`config.mk`:
```
export PLATFORM = sky130hd
export DESIGN_NAME = hb_wt_time_core
export DESIGN_NICKNAME = d
export VERILOG_FILES = /design/src/rtl/hb_wt_time_core_pkg.sv /design/src/rtl/hb_wt_mod_cnt.sv /design/src/rtl/hb_wt_time_core.sv
export SDC_FILE = /design/constraint.sdc
export NUM_CORES = 1
export LEC_CHECK = 0
export CAP_MARGIN = 40
export CELL_PAD_IN_SITES_DETAIL_PLACEMENT = 0
export CELL_PAD_IN_SITES_GLOBAL_PLACEMENT = 1
export CORE_MARGIN = 2
export CORE_UTILIZATION = 41
export CTS_BUF_LIST = sky130_fd_sc_hd__clkbuf_4 sky130_fd_sc_hd__clkbuf_8 sky130_fd_sc_hd__clkbuf_16
export CTS_CLUSTER_DIAMETER = 50
export DETAILED_ROUTE_END_ITERATION = 8
export GPL_ROUTABILITY_DRIVEN = 0
export MAX_ROUTING_LAYER = met4
export PLACE_DENSITY = 0.82
export SYNTH_ARGS = -nofsm -noshare
export SYNTH_HDL_FRONTEND = slang
export SYNTH_SLANG_ARGS = --single-unit
```
`constraint.sdc`:
```
create_clock -name CLK -period 6.1 [get_ports CLK]
set_input_delay 1.22 -clock CLK [delete_from_list [all_inputs] [get_ports CLK]]
set_output_delay 1.22 -clock CLK [all_outputs]
set_load 0.05 [all_outputs]
```
`src/rtl/hb_wt_time_core_pkg.sv`:
```
// Shared constants and ring-state encoding for the alarm clock time core
// and the display path that consumes its 6-bit fields.
package hb_wt_time_core_pkg;
    localparam int FW = 6;
    typedef logic [FW-1:0] field_t;

    localparam field_t SEC_MAX = 6'd59;
    localparam field_t MIN_MAX = 6'd59;

    typedef enum logic [1:0] {
        ST_IDLE    = 2'd0,
        ST_RINGING = 2'd1,
        ST_ACKED   = 2'd2
    } ring_st_e;
endpackage

```
`src/rtl/hb_wt_mod_cnt.sv`:
```
// 6-bit modulo counter: counts 0..MAX, wraps to 0, flags the wrapping increment.
module hb_wt_mod_cnt
    import hb_wt_time_core_pkg::*;
#(
    parameter int MAX = 59
) (
    input  logic   clk_i,
    input  logic   rst_i,
    input  logic   inc_i,
    input  logic   clr_i,
    output field_t val_o,
    output logic   wrap_o
);
    localparam field_t MAX_F = field_t'(MAX);

    field_t val_q, val_d;

    assign wrap_o = inc_i && (val_q == MAX_F);
    assign val_o  = val_q;

    always_comb begin
        val_d = val_q;
        if (clr_i)
            val_d = '0;
        else if (inc_i)
            val_d = wrap_o ? '0 : val_q + 6'd1;
    end

    always_ff @(posedge clk_i) begin
        if (rst_i)
            val_q <= '0;
        else
            val_q <= val_d;
    end
endmodule

```
`src/rtl/hb_wt_time_core.sv`:
```
// Alarm clock time core: time/alarm registers, set-button handling and the
// ring state machine. Outputs feed the display separators directly.
module hb_wt_time_core
    import hb_wt_time_core_pkg::*;
#(
    parameter int HOUR_MAX = 24,
    parameter int RING_SEC = 60
) (
    input  logic         CLK,
    input  logic         RESET,
    input  logic         TICK,
    input  logic         MODE,
    input  logic         SET_H,
    input  logic         SET_M,
    input  logic         ALM_EN,
    input  logic         STOP,
    output logic [FW-1:0] HOUR,
    output logic [FW-1:0] MIN,
    output logic [FW-1:0] SEC,
    output logic [FW-1:0] aHOUR,
    output logic [FW-1:0] aMIN,
    output logic         RING
);
    localparam field_t RING_LAST = field_t'(RING_SEC - 1);

    logic     tset_h, tset_m, sec_inc, min_inc, hour_inc;
    logic     sec_wrap, min_wrap, hour_wrap, amin_wrap, ahour_wrap;
    logic     match, timeout;
    ring_st_e st_q, st_d;
    field_t   rcnt_q, rcnt_d;
    logic     unused_wraps;

    // A time-set pulse swallows a coincident TICK; carries come only from ticks.
    assign tset_h   = !MODE && SET_H;
    assign tset_m   = !MODE && SET_M;
    assign sec_inc  = TICK && !(tset_h || tset_m);
    assign min_inc  = sec_wrap || tset_m;
    assign hour_inc = (sec_wrap && min_wrap) || tset_h;

    hb_wt_mod_cnt #(.MAX(int'(SEC_MAX))) u_sec (
        .clk_i(CLK), .rst_i(RESET), .inc_i(sec_inc), .clr_i(tset_m),
        .val_o(SEC), .wrap_o(sec_wrap));
    hb_wt_mod_cnt #(.MAX(int'(MIN_MAX))) u_min (
        .clk_i(CLK), .rst_i(RESET), .inc_i(min_inc), .clr_i(1'b0),
        .val_o(MIN), .wrap_o(min_wrap));
    hb_wt_mod_cnt #(.MAX(HOUR_MAX - 1)) u_hour (
        .clk_i(CLK), .rst_i(RESET), .inc_i(hour_inc), .clr_i(1'b0),
        .val_o(HOUR), .wrap_o(hour_wrap));
    hb_wt_mod_cnt #(.MAX(int'(MIN_MAX))) u_amin (
        .clk_i(CLK), .rst_i(RESET), .inc_i(MODE && SET_M), .clr_i(1'b0),
        .val_o(aMIN), .wrap_o(amin_wrap));
    hb_wt_mod_cnt #(.MAX(HOUR_MAX - 1)) u_ahour (
        .clk_i(CLK), .rst_i(RESET), .inc_i(MODE && SET_H), .clr_i(1'b0),
        .val_o(aHOUR), .wrap_o(ahour_wrap));

    assign unused_wraps = hour_wrap ^ amin_wrap ^ ahour_wrap;

    assign match   = ALM_EN && (HOUR == aHOUR) && (MIN == aMIN) && (SEC == '0);
    assign timeout = TICK && (rcnt_q == RING_LAST);
    assign RING    = (st_q == ST_RINGING);

    always_comb begin
        st_d   = st_q;
        rcnt_d = '0;
        case (st_q)
            ST_IDLE:
                if (match) st_d = ST_RINGING;
            ST_RINGING: begin
                rcnt_d = TICK ? rcnt_q + 6'd1 : rcnt_q;
                if (!ALM_EN)
                    st_d = ST_IDLE;
                else if (STOP || timeout)
                    st_d = ST_ACKED;
            end
            // Hold off until the matching second has passed to avoid retrigger.
            ST_ACKED:
                if (!ALM_EN || !match) st_d = ST_IDLE;
            default:
                st_d = ST_IDLE;
        endcase
    end

    always_ff @(posedge CLK) begin
        if (RESET) begin
            st_q   <= ST_IDLE;
            rcnt_q <= '0;
        end else begin
            st_q   <= st_d;
            rcnt_q <= rcnt_d;
        end
    end
endmodule

```
Word-level counts from Yosys, hierarchy flattened
Cells that the tools add are included.
{ "totals": {"regBits": 38, "input_bits": 8, "out_inout_bits": 31, "word_cells": 66} }
{ "op_classes": {"addsub": 6, "eq_ne": 13, "mux": 10, "bitwise": 1, "n_reduce_logical": 29} }
{ "ops": {"columns": ["op", "n"], "rows": [
  ["$add 6x1->6 const B", 6],
  ["$mux 6", 5],
  ["$eq 6x6->1 const B", 4],
  ["$logic_and 1x1->1", 15],
  ["$eq 6x5->1 const B", 2],
  ["$eq 6x6->1", 2],
  ["$mux 2", 4],
  ["$logic_not 6->1", 1],
  ["$pmux 2 s3", 1],
  ["$logic_or 1x1->1", 5],
  ["$logic_not 1->1", 4],
  ["$ne 2x2->1 const B", 2],
  ["$reduce_or 2->1", 2],
  ["$ne 3x2->1 const B", 1],
  ["$reduce_and 3->1", 1],
  ["$eq 2x1->1 const B", 1],
  ["$eq 2x2->1 const B", 1],
  ["$logic_not 2->1", 1],
  ["$not 1->1", 1]
]} }

Longest topological paths before layout
Gate-level depths: netlist (run 1).
{ "depth": {"word_depth": 12, "ltp_mapped": 8, "mapped_depth_nobuf": 6} }

Hierarchy
Synthesis (run 1) repeated with hierarchy kept, for this count alone.
{ "hier_totals": {"hier_cells": 217, "area_unflattened_um2": 2035.7} }
{ "by_module_without_submodules": {"columns": ["mod", "instances", "cells_each", "area_each_um2", "seq_area_each_um2"], "rows": [
  ["hb_wt_mod_cnt at u_amin ...", 3, 30, 302.8, 120.1],
  ["hb_wt_mod_cnt at u_ahour ...", 2, 30, 284.0, 120.1],
  ["hb_wt_time_core", 1, 67, 559.3, 160.2]
]} }

Least setup slack after synthesis (run 1)
No wires, ideal clock.
{ "synth_path": {"kind": "input-to-reg", "from": "input port TICK", "to": "register u_hour.val_q[4], in the netlist u_hour.val_o[4]", "arrival_time_ns": 2.645, "required_ns": 6.030, "setup_slack_ns": 3.384, "cell_stages": 6, "cell_sequence": "clkbuf_1 -> o2111ai_4 -> o21a_1 -> buf_6 -> or4b_1 -> a21oi_1"} }
{ "synth_between": {"elab_chain_cells": 8} }
{ "synth_rtl": {"columns": ["item", "line_no", "source"], "rows": [
  ["start, declared", "hb_wt_time_core.sv:11", "input logic TICK,"],
  ["$logic_and 1x1->1 (*)", "hb_wt_time_core.sv:36", "assign sec_inc = TICK && !(tset_h || tset_m);"],
  ["$logic_and 1x1->1 (*)", "hb_wt_mod_cnt.sv:18", "assign wrap_o = inc_i && (val_q == MAX_F);"],
  ["$logic_or 1x1->1", "hb_wt_time_core.sv:37", "assign min_inc = sec_wrap || tset_m;"],
  ["$logic_and 1x1->1", "hb_wt_mod_cnt.sv:18", null],
  ["$logic_and 1x1->1 (*)", "hb_wt_time_core.sv:38", "assign hour_inc = (sec_wrap && min_wrap) || tset_h;"],
  ["$logic_or 1x1->1 (*)", "hb_wt_time_core.sv:38", null],
  ["$logic_and 1x1->1", "hb_wt_mod_cnt.sv:18", null],
  ["$mux 6", "hb_wt_mod_cnt.sv:26", "val_d = wrap_o ? '0 : val_q + 6'd1;"],
  ["end signal, assigned", "hb_wt_mod_cnt.sv:33", "val_q <= val_d;"],
  ["end, declared", "hb_wt_mod_cnt.sv:16", "field_t val_q, val_d;"]
]} }
Mark *: on every way between the ends. The rest lies on a longest branch, timed or not.
A chain may end at the register's enable or synchronous reset.

Worst setup path after layout (run 1)
{ "layout_path": {"from": "input port SET_H", "to": "register u_hour.val_q[4], in the netlist u_hour.val_o[4]"} }
{ "layout_between": {"elab_chain_cells": 11} }
{ "layout_rtl": {"columns": ["item", "line_no", "source"], "rows": [
  ["start, declared", "hb_wt_time_core.sv:13", "input logic SET_H,"],
  ["$logic_and 1x1->1 (*)", "hb_wt_time_core.sv:34", "assign tset_h = !MODE && SET_H;"],
  ["$logic_or 1x1->1", "hb_wt_time_core.sv:36", null],
  ["$logic_not 1->1", "hb_wt_time_core.sv:36", null],
  ["$logic_and 1x1->1", "hb_wt_time_core.sv:36", null],
  ["$logic_and 1x1->1", "hb_wt_mod_cnt.sv:18", null],
  ["$logic_or 1x1->1", "hb_wt_time_core.sv:37", null],
  ["$logic_and 1x1->1", "hb_wt_mod_cnt.sv:18", null],
  ["$logic_and 1x1->1", "hb_wt_time_core.sv:38", null],
  ["$logic_or 1x1->1 (*)", "hb_wt_time_core.sv:38", null],
  ["$logic_and 1x1->1", "hb_wt_mod_cnt.sv:18", null],
  ["$mux 6", "hb_wt_mod_cnt.sv:26", null]
]} }
Marks and branches as above.

==> run metrics, run 1 <==
most area-hungry cell type in the Yosys netlist dfxtp_1; clock input transition at the sequential cells of the worst setup and hold paths 70 ps; post-route ant nets 0; detailed placement HPWL 3200 um; initial core utilization 0.421; maximum root-to-sink buffer count 2; worst voltage drop across the vdd grid 0.0000962 V; top fanout value on the critical path 9; number of synthesized flops with an enable pin 0; final worst path period need 2940 ps; Worst setup SP type primary input; total of cells resized after clock tree synthesis 0; post-placement cell count 312; drc violations 0; Final Util 0.529; final hold violation count 0; Max-Cap Viols 0; CP Data Required Time 6310 ps; detailed-route wire length per cell 13.9 um; Global Route Usage Sum 0.179; post-synthesis instance area 1960 um2; area of the core region 4660 um2; final worst-path cycle share 0.481; number of antenna repair diodes 0; y dimension of the die 73.2 um; Area growth syn-to-layout 25.6%; number of port buffers 38; number of nets in the finished design 280; antenna violations before repair 0; violation count after the first detailed-routing iteration 100; Critical Setup Path Class primary input to register; Worst Setup Slack post-DPL 2890 ps; worst reg-to-reg path cell count 6; maximum level of the CTS H-tree 2; DR vias 1751; Die Area 5350 um2; share of post-route cells with drive strength above 1 0.0489; Avg Synthesized Cell Area 8.64 um2; clock tree from TritonCTS built; sort of element at the end of the critical path register; main area contributors after synthesis dfxtp_1 (39%), xor2_1 (11%), nor2_1 (5.2%); sink count of the clock tree 38; kind of path behind the tightest hold check register to register; global-route wire length before repair 7230 um; sequential share of the synthesized area 0.388; RR Startpoint u_min.val_o[0]; cts bufs inserted 5; Top Ports 39; fraction of synthesis flops using an asynchronous set or reset pin 0; CP Capture Point u_hour.val_o[4]; final wirelength 4440 um; cell at the root of the clock tree clkbuf_8; site row count 25; status completed; final global-route overflow total 0; clock latency of the later-clocked register in the worst-skew pair 290 ps; cts-stage hold buffer count 0; count of endpoints failing setup in the final report 0; flip-flop and latch count after synthesis 38; flip-flop cell with the highest count after synthesis dfxtp_1; pin count of the biggest net entering global routing 21; Syn Inst Count 227; worst-margin pin slew 788 ps; reg2reg end u_hour.val_o[4]; slack of the worst reg-to-reg path 3810 ps; Slew HR 0.473; vias in the first global route 1520; TNS Setup 0 ps; highest clock rate 341 MHz; Crit path arrival time 3140 ps; final number of max-transition violations 0; unique cell type count in the Yosys netlist 43; synthesized netlist net count 242; detailed-router iteration count before antenna repair 4; floorplan die width 73.2 um; Leak Pwr 0.923 nW; non-filler cells, final 320; setup repair after global routing missed its margin no; Via-to-Cell Ratio 5.47; Setup crit start SET_H; post-CTS repair timing setup buffer count 0; worst-case setup margin in the final layout 3160 ps; power density of the placed cells 205 nW/um2; area fraction of the dominant cell type after synthesis 0.388; post-route clock skew 7.30 ps; warnings from Yosys 0
[how the worst min path moves through the flow]
| stage | from | endpoint | slack, ps | depth (start not counted) |
|---|---|---|---|---|
| 2_1_floorplan | rcnt_q[5] | rcnt_q[5] | 460 | 2 |
| 3_3_place_gp | rcnt_q[5] | rcnt_q[5] | 470 | 2 |
| 3_5_place_dp | rcnt_q[5] | rcnt_q[5] | 480 | 2 |
| 4_1_cts | rcnt_q[5] | rcnt_q[5] | 490 | 2 |
| 5_1_grt | rcnt_q[5] | rcnt_q[5] | 530 | 2 |
| 6_report | rcnt_q[5] | rcnt_q[5] | 490 | 2 |
[synth_stat cells, drive strengths merged, types with 2 or more instances]
cell and n:
inv 5, nand3 9, or4b 2, a31oi 2, or4 2, dfxtp 38
mux2i 3, a21oi 14, o31ai 2, buf 2, o21a 2, nor2 27
and2 2, o21bai 2, nand2b 5, a311oi 4, ha 7, nor4 4
or3 8, nand4 8, nor2b 2, clkbuf 5, xnor2 2, nand2 21
nor3 2, o21ai 10, xor2 24
[layout by cell type, fill, tap and decap left out, types with 2 or more instances in the layout]
cell type        count
dfxtp_1             38
mux2i_1              3
clkbuf_8             6
clkdlybuf4s50_1     38
ha_1                 7
xor2_1              24
nor3_1               2
a31oi_1              2
o21a_1               2
o21bai_1             2
nor2_1              27
nand4_1              8
o31ai_1              2
a311oi_1             4
a21oi_1             14
nor4_1               4
or3_1                8
nand2_1             20
inv_1                5
nand2b_1             5
nand3_1              9
or4_1                2
nor2b_1              2
o21ai_0             10
xnor2_1              2
[per-stage QoR]
step	hold WS, ps	power, mW	area [um2]
final	487	0.505	2460
after global routing	532	0.526	2460
after CTS	495	0.511	2460
after detailed placement	484	0.325	2370
after global placement	471	0.324	2370
after floorplan	458	0.304	1960
[cells by family (layout without fill, tap and decap cells)]
group | count (synthesis) | in the layout | share of synthesized area
muxes | 4 | 4 | 0.0210
buffers and inverters | 12 | 51 | 0.0306
adders and majority gates | 7 | 7 | 0.0446
and+or+nand+nor | 96 | 96 | 0.249
xor gates and xnor gates | 26 | 26 | 0.116
AOI/OAI and AO/OA | 44 | 44 | 0.151
DFF | 38 | 38 | 0.388
[final cells by class]
cell class	count	area (um2)
Clock buffer	7	90.1
Clock inverter	1	5.00
Fill cell	451	2200
Inverter	5	18.8
Multi-Input combinational cell	177	1140
Sequential cell	38	761
Tap cell	54	67.6
Timing Repair Buffer	38	380
[routing by layer]
metal / vias to the layer above / wire length (um) / track usage / share of wire
met5: - / 0 / - / 0
met4: 0 / 55 / 0.0556 / 0.012
met3: 6 / 172 / 0.0414 / 0.039
met2: 40 / 1960 / 0.269 / 0.44
met1: 820 / 2250 / 0.238 / 0.51
li1: 885 / - / - / -
[worst max-delay path: stages]
cell	delay (ps)
clkdlybuf4s50_1	450
nor2_1	270
o2111ai_4	210
o21a_1	350
or4b_1	490
a21oi_1	140
[power breakdown]
part	internal (mW)	switching (mW)	total (mW)	leakage, nW
logic	0.0225	0.0378	0.0603	0.564
registers	0.252	0.00709	0.260	0.307
clock network	0.0957	0.0898	0.186	0.0517
[state kept, by name, indices dropped and copies added, names as in the netlist]
name / count
rcnt_q: 6
u_sec.val_o: 6
u_hour.val_o: 6
u_ahour.val_o: 6
u_min.val_o: 6
u_amin.val_o: 6
st_q: 2
No activity file was read; power rests on OpenSTA's default activity.
==> run 2: changes to the inputs <==
--- a/config.mk
+++ b/config.mk
@@ -9,13 +9,13 @@
 export CELL_PAD_IN_SITES_DETAIL_PLACEMENT = 0
 export CELL_PAD_IN_SITES_GLOBAL_PLACEMENT = 1
 export CORE_MARGIN = 2
-export CORE_UTILIZATION = 41
+export CORE_UTILIZATION = 34
 export CTS_BUF_LIST = sky130_fd_sc_hd__clkbuf_4 sky130_fd_sc_hd__clkbuf_8 sky130_fd_sc_hd__clkbuf_16
 export CTS_CLUSTER_DIAMETER = 50
 export DETAILED_ROUTE_END_ITERATION = 8
 export GPL_ROUTABILITY_DRIVEN = 0
 export MAX_ROUTING_LAYER = met4
-export PLACE_DENSITY = 0.82
+export PLACE_DENSITY = 0.73
 export SYNTH_ARGS = -nofsm -noshare
 export SYNTH_HDL_FRONTEND = slang
 export SYNTH_SLANG_ARGS = --single-unit
==> constraint.sdc (replaced) <==
create_clock -name CLK -period 2.45 [get_ports CLK]
set_input_delay 0.49 -clock CLK [delete_from_list [all_inputs] [get_ports CLK]]
set_output_delay 0.49 -clock CLK [all_outputs]
set_load 0.05 [all_outputs]
==> run metrics, run 2 (same netlist as run 1, synthesis figures left out) <==
status completed; final worst path period need 2140 ps; kind of path behind the tightest hold check register to register; Max-Cap Viols 0; post-route clock skew 3.33 ps; Critical Setup Path Class register to output pin; Leak Pwr 0.971 nW; clock latency of the later-clocked register in the worst-skew pair 290 ps; Power Total 1.46 mW; clock tree from TritonCTS built; CP Data Required Time 1960 ps; power density of the placed cells 567 nW/um2; total of cells resized after clock tree synthesis 0; drc violations 0; post-CTS repair timing setup buffer count 0; global routing usage on met3 0.0407; vias in the first global route 1616; most utilized layer in the global route result met2; Worst setup SP type register; maximum level of the CTS H-tree 2; sort of element at the end of the critical path output pin; Die Area 6390 um2; worst voltage drop across the vdd grid 0.000228 V; cell at the root of the clock tree clkbuf_8; detailed placement HPWL 3390 um; final hold violation count 0; detailed-router iteration count before antenna repair 4; number of antenna repair diodes 0; final global-route overflow total 0; Top Ports 39; initial core utilization 0.354; leading cell types in the layout, fill and taps excluded clkdlybuf4s50_1 (38), dfxtp_1 (36), nor2_1 (27), xor2_1 (24), nand2_1 (20); detailed-route wire length per cell 13.1 um; final wirelength 4500 um; sink count of the clock tree 38; area of the core region 5540 um2; Crit path arrival time 1650 ps; met1 demand-to-capacity share in global routing 0.207; site row count 27; Global Route Usage Sum 0.155; cts bufs inserted 5; global-route wire length before repair 7560 um; number of port buffers 38; number of nets in the finished design 286; final number of max-transition violations 0; top fanout value on the critical path 5; Slew HR 0.660; cts-stage hold buffer count 0; setup repair after global routing missed its margin no; routing usage on met2 0.229; post-route ant nets 0; antenna violations before repair 0; violation count after the first detailed-routing iteration 79; y dimension of the die 80.0 um; clock input transition at the sequential cells of the worst setup and hold paths 80 ps; maximum root-to-sink buffer count 2; Area growth syn-to-layout 31.6%; count of endpoints failing setup in the final report 0; leading cell type in the layout, fill and taps excluded clkdlybuf4s50_1; TNS Setup 0 ps; highest clock rate 467 MHz; Via-to-Cell Ratio 5.07; share of post-route cells with drive strength above 1 0.0772; final worst-path cycle share 0.875; pin count of the biggest net entering global routing 15; floorplan die width 80.0 um; worst-margin pin slew 504 ps; DR vias 1745
run 2: final timing paths:
path,start,endpoint,slack [ps],cells past startpoint
min reg2reg,rcnt_q[5],rcnt_q[5],500,2
max,st_q[0],RING,310,2
max reg2reg,u_min.val_o[0],u_hour.val_o[4],490,6
min,rcnt_q[5],rcnt_q[5],500,2
run 2: area by class of cell:
class	count	area, um2
multi-input combinational	177	1140
tap	72	90.1
clock buffer	6	82.6
fill	575	2960
clock inverter	2	60.1
sequential	38	763
timing repair buffer	44	425
inverter	5	18.8
run 2: where the power goes:
part	switching, mW	internal, mW
Combinational	0.0935	0.0600
Sequential	0.0175	0.629
Clock	0.230	0.434
run 2: critical path: stages (launching register included):
cell             delay [ps]
dfxtp_1                 400
nor2b_1                 150
clkdlybuf4s50_1         810
run 2: metrics by stage:
stage | instance area [um2] | hold slack, ps | cells | util | setup slack (ps)
floorplan | 1960 | 458 | 227 | - | 181
global placement | 2440 | 470 | 336 | 0.440 | 178
detailed placement | 2440 | 492 | 336 | 0.440 | 146
CTS | 2580 | 510 | 344 | 0.466 | 291
global route | 2580 | 537 | 344 | 0.466 | 182
finish | 2580 | 504 | 344 | 0.466 | 307
run 2: metal layers:
layer  vias up  part of all wire
li1        899                 -
met1       805              0.51
met2        35              0.44
met3         6             0.032
met4         0             0.012
met5         -                 0
==> run 3: changes to the inputs <==
--- a/config.mk
+++ b/config.mk
@@ -9,13 +9,14 @@
 export CELL_PAD_IN_SITES_DETAIL_PLACEMENT = 0
 export CELL_PAD_IN_SITES_GLOBAL_PLACEMENT = 1
 export CORE_MARGIN = 2
-export CORE_UTILIZATION = 34
+export CORE_UTILIZATION = 41
 export CTS_BUF_LIST = sky130_fd_sc_hd__clkbuf_4 sky130_fd_sc_hd__clkbuf_8 sky130_fd_sc_hd__clkbuf_16
 export CTS_CLUSTER_DIAMETER = 50
 export DETAILED_ROUTE_END_ITERATION = 8
 export GPL_ROUTABILITY_DRIVEN = 0
 export MAX_ROUTING_LAYER = met4
-export PLACE_DENSITY = 0.73
+export PLACE_DENSITY = 0.82
+export SKIP_LAST_GASP = 1
 export SYNTH_ARGS = -nofsm -noshare
 export SYNTH_HDL_FRONTEND = slang
 export SYNTH_SLANG_ARGS = --single-unit
==> constraint.sdc (replaced) <==
create_clock -name CLK -period 2.6 [get_ports CLK]
set_input_delay 0.52 -clock CLK [delete_from_list [all_inputs] [get_ports CLK]]
set_output_delay 0.52 -clock CLK [all_outputs]
set_load 0.05 [all_outputs]
==> run metrics, run 3 (same netlist as run 1, synthesis figures left out) <==
maximum root-to-sink buffer count 2; worst-margin pin slew 546 ps; Top Ports 39; initial core utilization 0.421; number of nets in the finished design 285; Worst setup SP type register; switching power total 319 uW; final worst path period need 2200 ps; Power Internal 861 uW; power share of the sequential group 0.516; clock network fraction of design power 0.364; setup repair after global routing missed its margin no; DR vias 1724; TNS Setup 0 ps; leading cell types in the layout, fill and taps excluded clkdlybuf4s50_1 (38), dfxtp_1 (38), nor2_1 (27), xor2_1 (24), nand2_1 (20); final number of max-transition violations 0; Critical Setup Path Class register to output pin; Die Area 5350 um2; status completed; clock input transition at the sequential cells of the worst setup and hold paths 80 ps; top fanout value on the critical path 5; pin count of the biggest net entering global routing 19; Final Util 0.537; sink count of the clock tree 38; power density of the placed cells 472 nW/um2; sequential cell area 761 um2; Combinational Power Share 0.121; post-route worst hold slack 500 ps; highest clock rate 454 MHz; violation count after the first detailed-routing iteration 100; Via-to-Cell Ratio 5.30; clock latency of the later-clocked register in the worst-skew pair 290 ps; final worst-path cycle share 0.847; clock tree from TritonCTS built; share of post-route cells with drive strength above 1 0.0664; final hold violation count 0; worst voltage drop across the vdd grid 0.000220 V; maximum level of the CTS H-tree 2; Power Total 1.18 mW; Global Route Usage Sum 0.179; vias in the first global route 1554; Slew HR 0.632; fill count 452; antenna violations before repair 0; number of antenna repair diodes 0; Max-Cap Viols 0; area used by multi-input combinational logic 1140 um2; post-CTS repair timing setup buffer count 0; CP Data Required Time 2080 ps; Leak Pwr 0.941 nW; final global-route overflow total 0; cts bufs inserted 5; number of port buffers 38; count of endpoints failing setup in the final report 0; total of cells resized after clock tree synthesis 0; post-route ant nets 0; y dimension of the die 73.2 um; area of the core region 4660 um2; cell at the root of the clock tree clkbuf_8; final wirelength 4290 um; floorplan die width 73.2 um; global-route wire length before repair 7230 um; switching share of power 0.270; site row count 25; detailed-route wire length per cell 13.2 um; Area growth syn-to-layout 27.5%; cts-stage hold buffer count 0; Final Cell Area 2500 um2; post-route clock skew 6.41 ps; kind of path behind the tightest hold check register to register; drc violations 0; sort of element at the end of the critical path output pin; detailed-router iteration count before antenna repair 5; placed inst area 2410 um2; Crit path arrival time 1680 ps; detailed placement HPWL 3210 um
-- run 3: changes by cell type in the layout (fill, tap and decap cells not counted) --
cell,delta
buf_4,-1
bufinv_16,-2
clkinv_2,+1
clkinvlp_4,+1
dfxtp_1,+2
dfxtp_2,-2
-- run 3: worst paths after layout --
check / cells after the start / slack, ps / to / from
hold / removal: 2 / 500 / rcnt_q[5] / rcnt_q[5]
hold reg to reg: 2 / 500 / rcnt_q[5] / rcnt_q[5]
setup reg to reg: 6 / 540 / u_hour.val_o[4] / u_min.val_o[0]
setup / recovery: 2 / 400 / RING / st_q[0]
-- run 3: power groups by stage --
| stage | sequential (mW) | clock [mW] | combinational, mW |
|---|---|---|---|
| final | 0.608 | 0.429 | 0.142 |
| after global routing | 0.611 | 0.473 | 0.156 |
| after CTS | 0.609 | 0.442 | 0.143 |
| after detailed placement | 0.622 | 0 | 0.143 |
| after global placement | 0.622 | 0 | 0.143 |
| after floorplan | 0.647 | 0 | 0.0670 |
-- run 3: worst max-delay path, cell delays in order, from the launching register on --
cell,delay (ps)
dfxtp_1,400
nor2b_1,170
clkdlybuf4s50_1,820
-- run 3: cell type report --
| class | instances | area share |
|---|---|---|
| inverters | 5 | 0.00750 |
| clock inverters | 2 | 0.00500 |
| clock buffers | 6 | 0.0330 |
| multi-input cells | 177 | 0.456 |
| flip-flops and latches | 38 | 0.304 |
| well taps | 54 | 0.0270 |
| repair buffers | 43 | 0.167 |
-- run 3: per-stage QoR --
stage,setup WS (ps),cells
4_1_cts,381,325
3_3_place_gp,272,317
3_5_place_dp,254,317
6_report,398,325
5_1_grt,312,325
2_1_floorplan,138,227
-- run 3: per-layer routing --
metal  GRT usage  wire, um
met1       0.244      2200
met4      0.0576        36
met2       0.261      1850
met5           -         0
met3      0.0414       198
